==> src/rtl/cell_drawer_if.sv <==
// Request/LCD signal bundle for cell_drawer.
// The map scanner acts as master: it drives the request and observes
// cmd_done, busy and the LCD bus. cell_drawer uses the slave modport.
interface cell_drawer_if;
  logic       diff;
  logic [3:0] x;
  logic [3:0] y;
  logic [2:0] obj_code;
  logic       cmd_done;
  logic       busy;
  logic       lcd_cs_n;
  logic       lcd_wr_n;
  logic       lcd_dc;
  logic [7:0] lcd_data;

  modport master (
    output diff, x, y, obj_code,
    input  cmd_done, busy, lcd_cs_n, lcd_wr_n, lcd_dc, lcd_data
  );

  modport slave (
    input  diff, x, y, obj_code,
    output cmd_done, busy, lcd_cs_n, lcd_wr_n, lcd_dc, lcd_data
  );
endinterface

==> src/rtl/cell_drawer.sv <==
// cell_drawer: paints one 16x16 map cell on a parallel-bus LCD.
// A request latches the cell position and object code, then streams
// CASET / PASET / RAMWR commands followed by 256 RGB565 pixels.
// Each byte occupies two cycles: strobe low, then strobe high with the
// bus held so the panel latches on the rising edge of lcd_wr_n.
module cell_drawer (
  input  logic        clk,
  input  logic        rst,
  cell_drawer_if.slave bus
);

  typedef enum logic [2:0] {
    S_IDLE,
    S_CASET,
    S_PASET,
    S_RAMWR,
    S_PIXELS,
    S_DONE
  } state_t;

  state_t     r_state;
  state_t     w_state_nxt;
  logic [8:0] r_idx;
  logic [8:0] w_idx_nxt;
  logic       r_ph;
  logic       w_ph_nxt;
  logic       r_armed;
  logic       w_armed_nxt;
  logic       w_accept;
  logic [8:0] w_last;
  logic       w_in_byte;

  logic [3:0] r_x;
  logic [3:0] r_y;
  logic [2:0] r_obj;

  logic [15:0] w_color;
  logic [7:0]  w_data;
  logic        w_dc;

  // FSM state, byte index, strobe phase and re-arm flag
  always_ff @(posedge clk or posedge rst) begin
    if (rst) begin
      r_state <= S_IDLE;
      r_idx   <= '0;
      r_ph    <= 1'b0;
      r_armed <= 1'b1;
    end else begin
      r_state <= w_state_nxt;
      r_idx   <= w_idx_nxt;
      r_ph    <= w_ph_nxt;
      r_armed <= w_armed_nxt;
    end
  end

  // Request capture; later input changes are ignored until the next accept
  always_ff @(posedge clk or posedge rst) begin
    if (rst) begin
      r_x   <= '0;
      r_y   <= '0;
      r_obj <= '0;
    end else if (w_accept) begin
      r_x   <= bus.x;
      r_y   <= bus.y;
      r_obj <= bus.obj_code;
    end
  end

  // Next-state logic: acceptance, byte/phase stepping and state chaining
  always_comb begin
    w_state_nxt = r_state;
    w_idx_nxt   = r_idx;
    w_ph_nxt    = r_ph;
    w_accept    = 1'b0;
    w_in_byte   = 1'b0;
    w_last      = '0;

    case (r_state)
      S_CASET, S_PASET: begin w_in_byte = 1'b1; w_last = 9'd4;   end
      S_RAMWR:          begin w_in_byte = 1'b1; w_last = 9'd0;   end
      S_PIXELS:         begin w_in_byte = 1'b1; w_last = 9'd511; end
      default:          ;
    endcase

    case (r_state)
      S_IDLE: begin
        if (bus.diff && r_armed) begin
          w_accept    = 1'b1;
          w_idx_nxt   = '0;
          w_ph_nxt    = 1'b0;
          // Rows beyond the map are accepted but skip straight to DONE
          w_state_nxt = (bus.y >= 4'd12) ? S_DONE : S_CASET;
        end
      end
      S_DONE: w_state_nxt = S_IDLE;
      default: begin
        if (!r_ph) begin
          w_ph_nxt = 1'b1;
        end else begin
          w_ph_nxt = 1'b0;
          if (r_idx == w_last) begin
            w_idx_nxt = '0;
            case (r_state)
              S_CASET: w_state_nxt = S_PASET;
              S_PASET: w_state_nxt = S_RAMWR;
              S_RAMWR: w_state_nxt = S_PIXELS;
              default: w_state_nxt = S_DONE;
            endcase
          end else begin
            w_idx_nxt = r_idx + 9'd1;
          end
        end
      end
    endcase

    // A low diff re-arms; acceptance (diff high) consumes the arm
    if (!bus.diff)
      w_armed_nxt = 1'b1;
    else if (w_accept)
      w_armed_nxt = 1'b0;
    else
      w_armed_nxt = r_armed;
  end

  // Object code to RGB565 colour
  always_comb begin
    case (r_obj)
      3'd0:    w_color = 16'h0000;
      3'd1:    w_color = 16'h07E0;
      3'd2:    w_color = 16'h001F;
      3'd3:    w_color = 16'hF800;
      3'd4:    w_color = 16'hFFFF;
      default: w_color = 16'h8410;
    endcase
  end

  // Byte and D/C selection for the current state and byte index
  always_comb begin
    w_data = 8'h00;
    w_dc   = 1'b0;
    case (r_state)
      S_CASET: begin
        w_dc = (r_idx != 9'd0);
        case (r_idx[2:0])
          3'd0:    w_data = 8'h2A;
          3'd2:    w_data = {r_x, 4'h0};
          3'd4:    w_data = {r_x, 4'hF};
          default: w_data = 8'h00;
        endcase
      end
      S_PASET: begin
        w_dc = (r_idx != 9'd0);
        case (r_idx[2:0])
          3'd0:    w_data = 8'h2B;
          3'd2:    w_data = {r_y, 4'h0};
          3'd4:    w_data = {r_y, 4'hF};
          default: w_data = 8'h00;
        endcase
      end
      S_RAMWR: begin
        w_dc   = 1'b0;
        w_data = 8'h2C;
      end
      S_PIXELS: begin
        w_dc   = 1'b1;
        w_data = r_idx[0] ? w_color[7:0] : w_color[15:8];
      end
      default: ;
    endcase
  end

  assign bus.lcd_cs_n = ~w_in_byte;
  assign bus.lcd_wr_n = ~(w_in_byte & ~r_ph);
  assign bus.lcd_dc   = w_dc;
  assign bus.lcd_data = w_data;
  assign bus.busy     = (r_state != S_IDLE);
  assign bus.cmd_done = (r_state == S_DONE);

endmodule

==> src/flat_wrapper.sv <==
// flat-port wrapper written by rule: the top's interface ports become plain ports
module cell_drawer_flat 
  (clk, rst, bus_diff, bus_x, bus_y, bus_obj_code, bus_cmd_done, bus_busy, bus_lcd_cs_n, bus_lcd_wr_n, bus_lcd_dc, bus_lcd_data);
  cell_drawer_if bus_i ();
  input  logic clk;
  input  logic rst;
  input wire logic [$bits(bus_i.diff)-1:0] bus_diff;
  input wire logic [$bits(bus_i.x)-1:0] bus_x;
  input wire logic [$bits(bus_i.y)-1:0] bus_y;
  input wire logic [$bits(bus_i.obj_code)-1:0] bus_obj_code;
  output wire logic [$bits(bus_i.cmd_done)-1:0] bus_cmd_done;
  output wire logic [$bits(bus_i.busy)-1:0] bus_busy;
  output wire logic [$bits(bus_i.lcd_cs_n)-1:0] bus_lcd_cs_n;
  output wire logic [$bits(bus_i.lcd_wr_n)-1:0] bus_lcd_wr_n;
  output wire logic [$bits(bus_i.lcd_dc)-1:0] bus_lcd_dc;
  output wire logic [$bits(bus_i.lcd_data)-1:0] bus_lcd_data;
  assign bus_i.diff = bus_diff;
  assign bus_i.x = bus_x;
  assign bus_i.y = bus_y;
  assign bus_i.obj_code = bus_obj_code;
  assign bus_cmd_done = bus_i.cmd_done;
  assign bus_busy = bus_i.busy;
  assign bus_lcd_cs_n = bus_i.lcd_cs_n;
  assign bus_lcd_wr_n = bus_i.lcd_wr_n;
  assign bus_lcd_dc = bus_i.lcd_dc;
  assign bus_lcd_data = bus_i.lcd_data;
  cell_drawer u_core (.clk(clk), .rst(rst), .bus(bus_i));
endmodule
==> config.mk <==
export PLATFORM = sky130hd
export DESIGN_NAME = cell_drawer_flat
export DESIGN_NICKNAME = d
export VERILOG_FILES = /design/src/rtl/cell_drawer_if.sv /design/src/rtl/cell_drawer.sv /design/src/flat_wrapper.sv
export SDC_FILE = /design/constraint.sdc
export NUM_CORES = 1
export LEC_CHECK = 0
export ABC_AREA = 0
export ABC_CLOCK_PERIOD_IN_PS = 3160
export BUFFER_PORTS_ARGS = -buffer_cell sky130_fd_sc_hd__buf_2
export CORE_MARGIN = 1
export CORE_UTILIZATION = 50
export CTS_CLUSTER_SIZE = 16
export DETAILED_ROUTE_END_ITERATION = 12
export GPL_ROUTABILITY_DRIVEN = 0
export GPL_TIMING_DRIVEN = 0
export PLACE_DENSITY = 0.72
export SLEW_MARGIN = 15
export SYNTH_ARGS = -nofsm -noshare
export SYNTH_HDL_FRONTEND = slang
export SYNTH_SLANG_ARGS = --single-unit
==> constraint.sdc <==
create_clock -name clk -period 3.16 [get_ports clk]
set_input_delay 0 -clock clk [delete_from_list [all_inputs] [get_ports clk]]
set_output_delay 0 -clock clk [all_outputs]
set_load 0.02 [all_outputs]
Yosys cells after proc, flatten, opt, wreduce, memory -nomap -nowiden
Index checks and enable logic that the tools add are counted.
Widths: inputs -> output; s select.

storage, ports and cells
  flip-flop bits (word level) = 25
  bits of input ports = 14
  output and inout bits = 13

operators by class
  add/sub/neg operators = 1
  magnitude comparators = 1
  equal/unequal tests = 14
  muxes and demuxes = 25
  bitwise operators = 5
  reduce and logical (&&, ||, !) cells = 14

operators by type and width
  operator             number
  $pmux 16 s5          1
  $pmux 8 s3           2
  $pmux 9 s2           2
  $pmux 8 s4           1
  $mux 9               3
  $eq 3x2->1 const B   5
  $eq 3x3->1 const B   4
  $mux 3               4
  $add 9x1->9 const B  1
  $eq 9x9->1           1
  $logic_not 3->1      3
  $pmux 3 s3           1
  $reduce_bool 3->1    3
  $reduce_bool 9->1    1
  $mux 8               1
  $mux 1               7
  $eq 3x1->1 const B   2
  $pmux 3 s2           1
  $reduce_and 3->1     2
  $ge 4x4->1 const B   1
  $ne 2x1->1 const B   2
  $not 1->1            4
  $pmux 1 s2           2
  $reduce_or 4->1      1
  other kinds (5)      5

Longest topological paths before layout
  depth in word-level cells = 7
  gate-level depth with buffers = 8

Worst setup path after synthesis
No wires, ideal clock.

  path type = reg-to-reg
  from = reg u_core.r_state[1]
  to = reg u_core.r_idx[8]
  arrival = 2.145 ns
  required time = 3.036 ns
  slack = 0.891 ns
  stages on the path, launching flop included = 8
  clock period less this slack = 2.269 ns
  cell sequence = dfrtp_1 > buf_6 > or3b_1 > buf_6 > or4_4 > a21oi_2 > and4b_1 > a211o_1

between the ends
  cells in the longest elaborated chain, start to end = 7
  elaborated cells between the ends (all ways) = 15

ends and longest elaborated chain
  what                                      line                RTL
  from (decl)                               cell_drawer.sv:21   state_t r_state;
  from (signal assigned)                    cell_drawer.sv:49   r_state <= w_state_nxt;
  $eq 3x1->1 or $eq 3x2->1 (tied branches)  cell_drawer.sv:78   case (r_state)
  $reduce_or 2->1 (no line)                 --
  $pmux 9 s2                                cell_drawer.sv:78
  $eq 9x9->1                                cell_drawer.sv:101  if (r_idx == w_last) begin
  $mux 9                                    cell_drawer.sv:101
  $mux 9                                    cell_drawer.sv:97   if (!r_ph) begin
  $pmux 9 s2                                cell_drawer.sv:85   case (r_state)
  to (signal assigned)                      cell_drawer.sv:50   r_idx <= w_idx_nxt;
  to (decl)                                 cell_drawer.sv:23   logic [8:0] r_idx;

Several ways; a longest one is shown, not always the timed one. The select of a mux whose other input is x is not followed.
A chain may end at the register's enable or synchronous reset.

Worst setup path after layout
  from = reg u_core.r_idx[0]
  to = out bus_lcd_data[5]

between the ends
  cells in the longest elaborated chain, start to end = 3
  elaborated cells between the ends (all ways) = 7

ends and longest elaborated chain
  what                                line                                    RTL
  $eq 3x3->1 (tied with other cells)  cell_drawer.sv:144, cell_drawer.sv:153
  $pmux 8 s3 (on tied branches)       cell_drawer.sv:153, cell_drawer.sv:144
  $pmux 8 s4 *                        cell_drawer.sv:141                      case (r_state)
  to (decl)                           flat_wrapper.sv:16                      output wire logic [$bits(bus_i.lcd_data)-1:0] bus_lcd_data;

Mark *: on every way between the ends. The rest lies on a longest branch, timed or not.

==> reports/metrics.cfg <==
[run_status]
status = completed

[worst_setup_path]
crit_type = register to output port
crit_fanout = 10
rr_startpoint = u_core.r_state[2]
cp-start-kind = register
required_ps = 3160
crit_arrival_ps = 2750
ff2ff_path_depth = 6
reg2reg_setup_slack_ps = 530
worstSetupStartpoint = u_core.r_idx[0]
critPathCapture = bus_lcd_data[5]
end_kind = output port
r2r-end = u_core.r_x[0]

[cells_and_area]
drive_gt1_frac = 0.210
fill_cells = 307
syn_to_final_growth_pct = 20.0
antenna_cells = 0
mostFrequentLayoutCell = buf_2
most-common-layout-cells = 27 x buf_2, 25 x nand2_1, 24 x dfrtp_1, 20 x o21ai_0, 18 x nor2_1
nNetsFinal = 270

[clocking]
numCtsBuffers = 3
post-cts-setup-buffer-count = 0
numClockSinks = 25
cts_max_level = 1
cts.path.max_buffers = 2
cts_tree = done
clk_latency_ps = 330
clkTransAtPathRegs_ps = 160
ctsRootBufferMaster = clkbuf_4

[timing]
rsz0062_at_grt = false
fin_skew_ps = 15.2
fmax_mhz = 363
final.min_clock_period_ps = 2750
slew_headroom = 0.347
holdWs_ps = 361
post-route-period-util = 0.872
fin_setup_tns_ps = 0
final-setup-viol-count = 0
worst_pin_slew_ps = 979
setup_ws_ps = 405
hold_violations = 0
final_max_slew_viol_count = 0

[yosys]
syn-num-nets = 226
syn_avg_cell_area_um2 = 8.34
synthArstFlopShare = 1.00
syn-cell-area_mm2 = 0.00174
synth-edff-count = 0
ys_seq_elements = 25
ys_seq_area_frac = 0.360
yosys_warnings = 0
ys.flop_type = dfrtp_1
ys_types = 52
netlist_instances = 209

[place]
post-dp-hpwl_um = 2880
dp_slack_ps = 516
io_buffers = 26

[global_route]
grt_pass1_vias = 1455
grt_pass1_wl_um = 6710
track_usage = 0.241
grt_max_degree = 26
antenna_found_initial = 0
overflow = 0

[floorplan]
die_w_um = 61.0
pin_count = 27
die_h_um = 61.0
start_util = 0.522
core_mm2 = 0.00334
row_count = 21
design.die.area_mm2 = 0.00373

[detailed_routing]
drt_iter0_drc = 104
vias_per_cell = 5.58
ant_nets = 0
route.detailed.drc = 0
wl_um = 4160
dr.pass1.iters = 4
wire_per_inst_um = 14.0
route.vias.total = 1663

[pwr]
leakage_nw = 0.902
power_density_mw_per_mm2 = 242
total_power_uw = 506
peakVddDrop_v = 0.000144

[flow_run]
cap_violations = 0

[hold_path]
hp-class = primary input to register

==> power breakdown <==
part	internal (mW)	total (mW)	leakage, nW	switching [mW]
logic	0.0177	0.0311	0.573	0.0134
registers	0.320	0.320	0.315	0
clock network	0.0484	0.155	0.0139	0.107
==> layer usage <==
| layer | global-route usage | share of wire | routed length, um | up-vias |
|---|---|---|---|---|
| met3 | 0.0189 | 0.023 | 96 | 6 |
| met5 | 0 | 0 | 0 | - |
| met1 | 0.358 | 0.49 | 2030 | 785 |
| li1 | - | - | - | 842 |
| met4 | 0.0747 | 0.014 | 59 | 0 |
| met2 | 0.376 | 0.47 | 1970 | 30 |
==> worst min path at each step <==
| stage | to | startpoint | slack (ps) | cells after the start |
|---|---|---|---|---|
| global placement | u_core.r_armed | bus_diff | 170 | 2 |
| CTS | u_core.r_armed | bus_diff | 350 | 3 |
| floorplan | u_core.r_idx[0] | rst | 30 | 1 |
| global route | u_core.r_armed | bus_diff | 370 | 3 |
| finish | u_core.r_armed | bus_diff | 360 | 3 |
| detailed placement | u_core.r_armed | bus_diff | 170 | 2 |
==> layout make-up <==
cell class,count,area [um2],area share
clock buffers,3,22.5,0.0108
multi-input cells,161,1010,0.481
flip-flops and latches,25,627,0.300
plain buffers,14,76.3,0.0365
well taps,46,57.6,0.0275
clock inverters,1,7.51,0.00359
repair buffers,39,260,0.124
inverters,9,33.8,0.0162
==> synth_stat cells, types with 2 or more instances <==
master	number	area share
a211o_1	2	0.010
a21o_1	2	0.0086
a21oi_1	10	0.029
a22o_1	3	0.015
a22oi_1	3	0.013
a31oi_1	3	0.011
buf_4	2	0.0086
buf_6	2	0.013
clkbuf_1	8	0.017
dfrtp_1	24	0.34
ha_1	3	0.022
inv_1	8	0.017
maj3_1	2	0.011
mux2_2	10	0.065
nand2_1	25	0.054
nand2b_1	3	0.011
nand3_1	10	0.029
nor2_1	18	0.039
nor2b_1	4	0.014
nor3_1	2	0.0057
nor4_1	3	0.011
o211ai_1	2	0.0086
o21ai_0	20	0.057
o22ai_1	3	0.011
o311ai_0	2	0.010
or2_2	4	0.014
or3_1	2	0.0072
or4_1	4	0.017
xor2_1	2	0.010
==> cells by family (layout without fill, tap and decap cells) <==
family          count (synthesis)  after routing  synth area share
simple gates                   84             84             0.246
fa+ha+maj                       5              5            0.0330
buf+inv                        23             66            0.0632
flops                          25             25             0.360
mux                            11             11            0.0704
compound gates                 58             58             0.213
xor+xnor                        3              3            0.0151
==> sequential cells by signal (all words and copies together) (netlist names) <==
register / cells
u_core.r_idx: 9
u_core.r_x: 4
u_core.r_y: 4
u_core.r_obj: 3
u_core.r_state: 3
u_core.r_armed: 1
u_core.r_ph: 1
==> per-stage QoR <==
step	utilization	cells	area, um2
3_3_place_gp	0.579	281	1930
6_report	0.627	298	2090
3_5_place_dp	0.579	281	1930
2_1_floorplan	-	209	1740
5_1_grt	0.627	298	2090
4_1_cts	0.627	298	2090
==> critical path: stages (launching register included) <==
cell	delay [ps]
dfrtp_1	450
buf_1	410
inv_1	200
ha_1	240
clkbuf_1	180
nand2b_1	180
a221o_1	280
a22oi_1	180
o22ai_1	110
buf_2	180
==> timing repair <==
action / 4_1_cts / 5_1_grt
endpoints found under the hold margin: 36 / 0
hold buffers: 13 / 0
gates resized for setup: 0 / 0
Power figures use the tool's default switching activity.
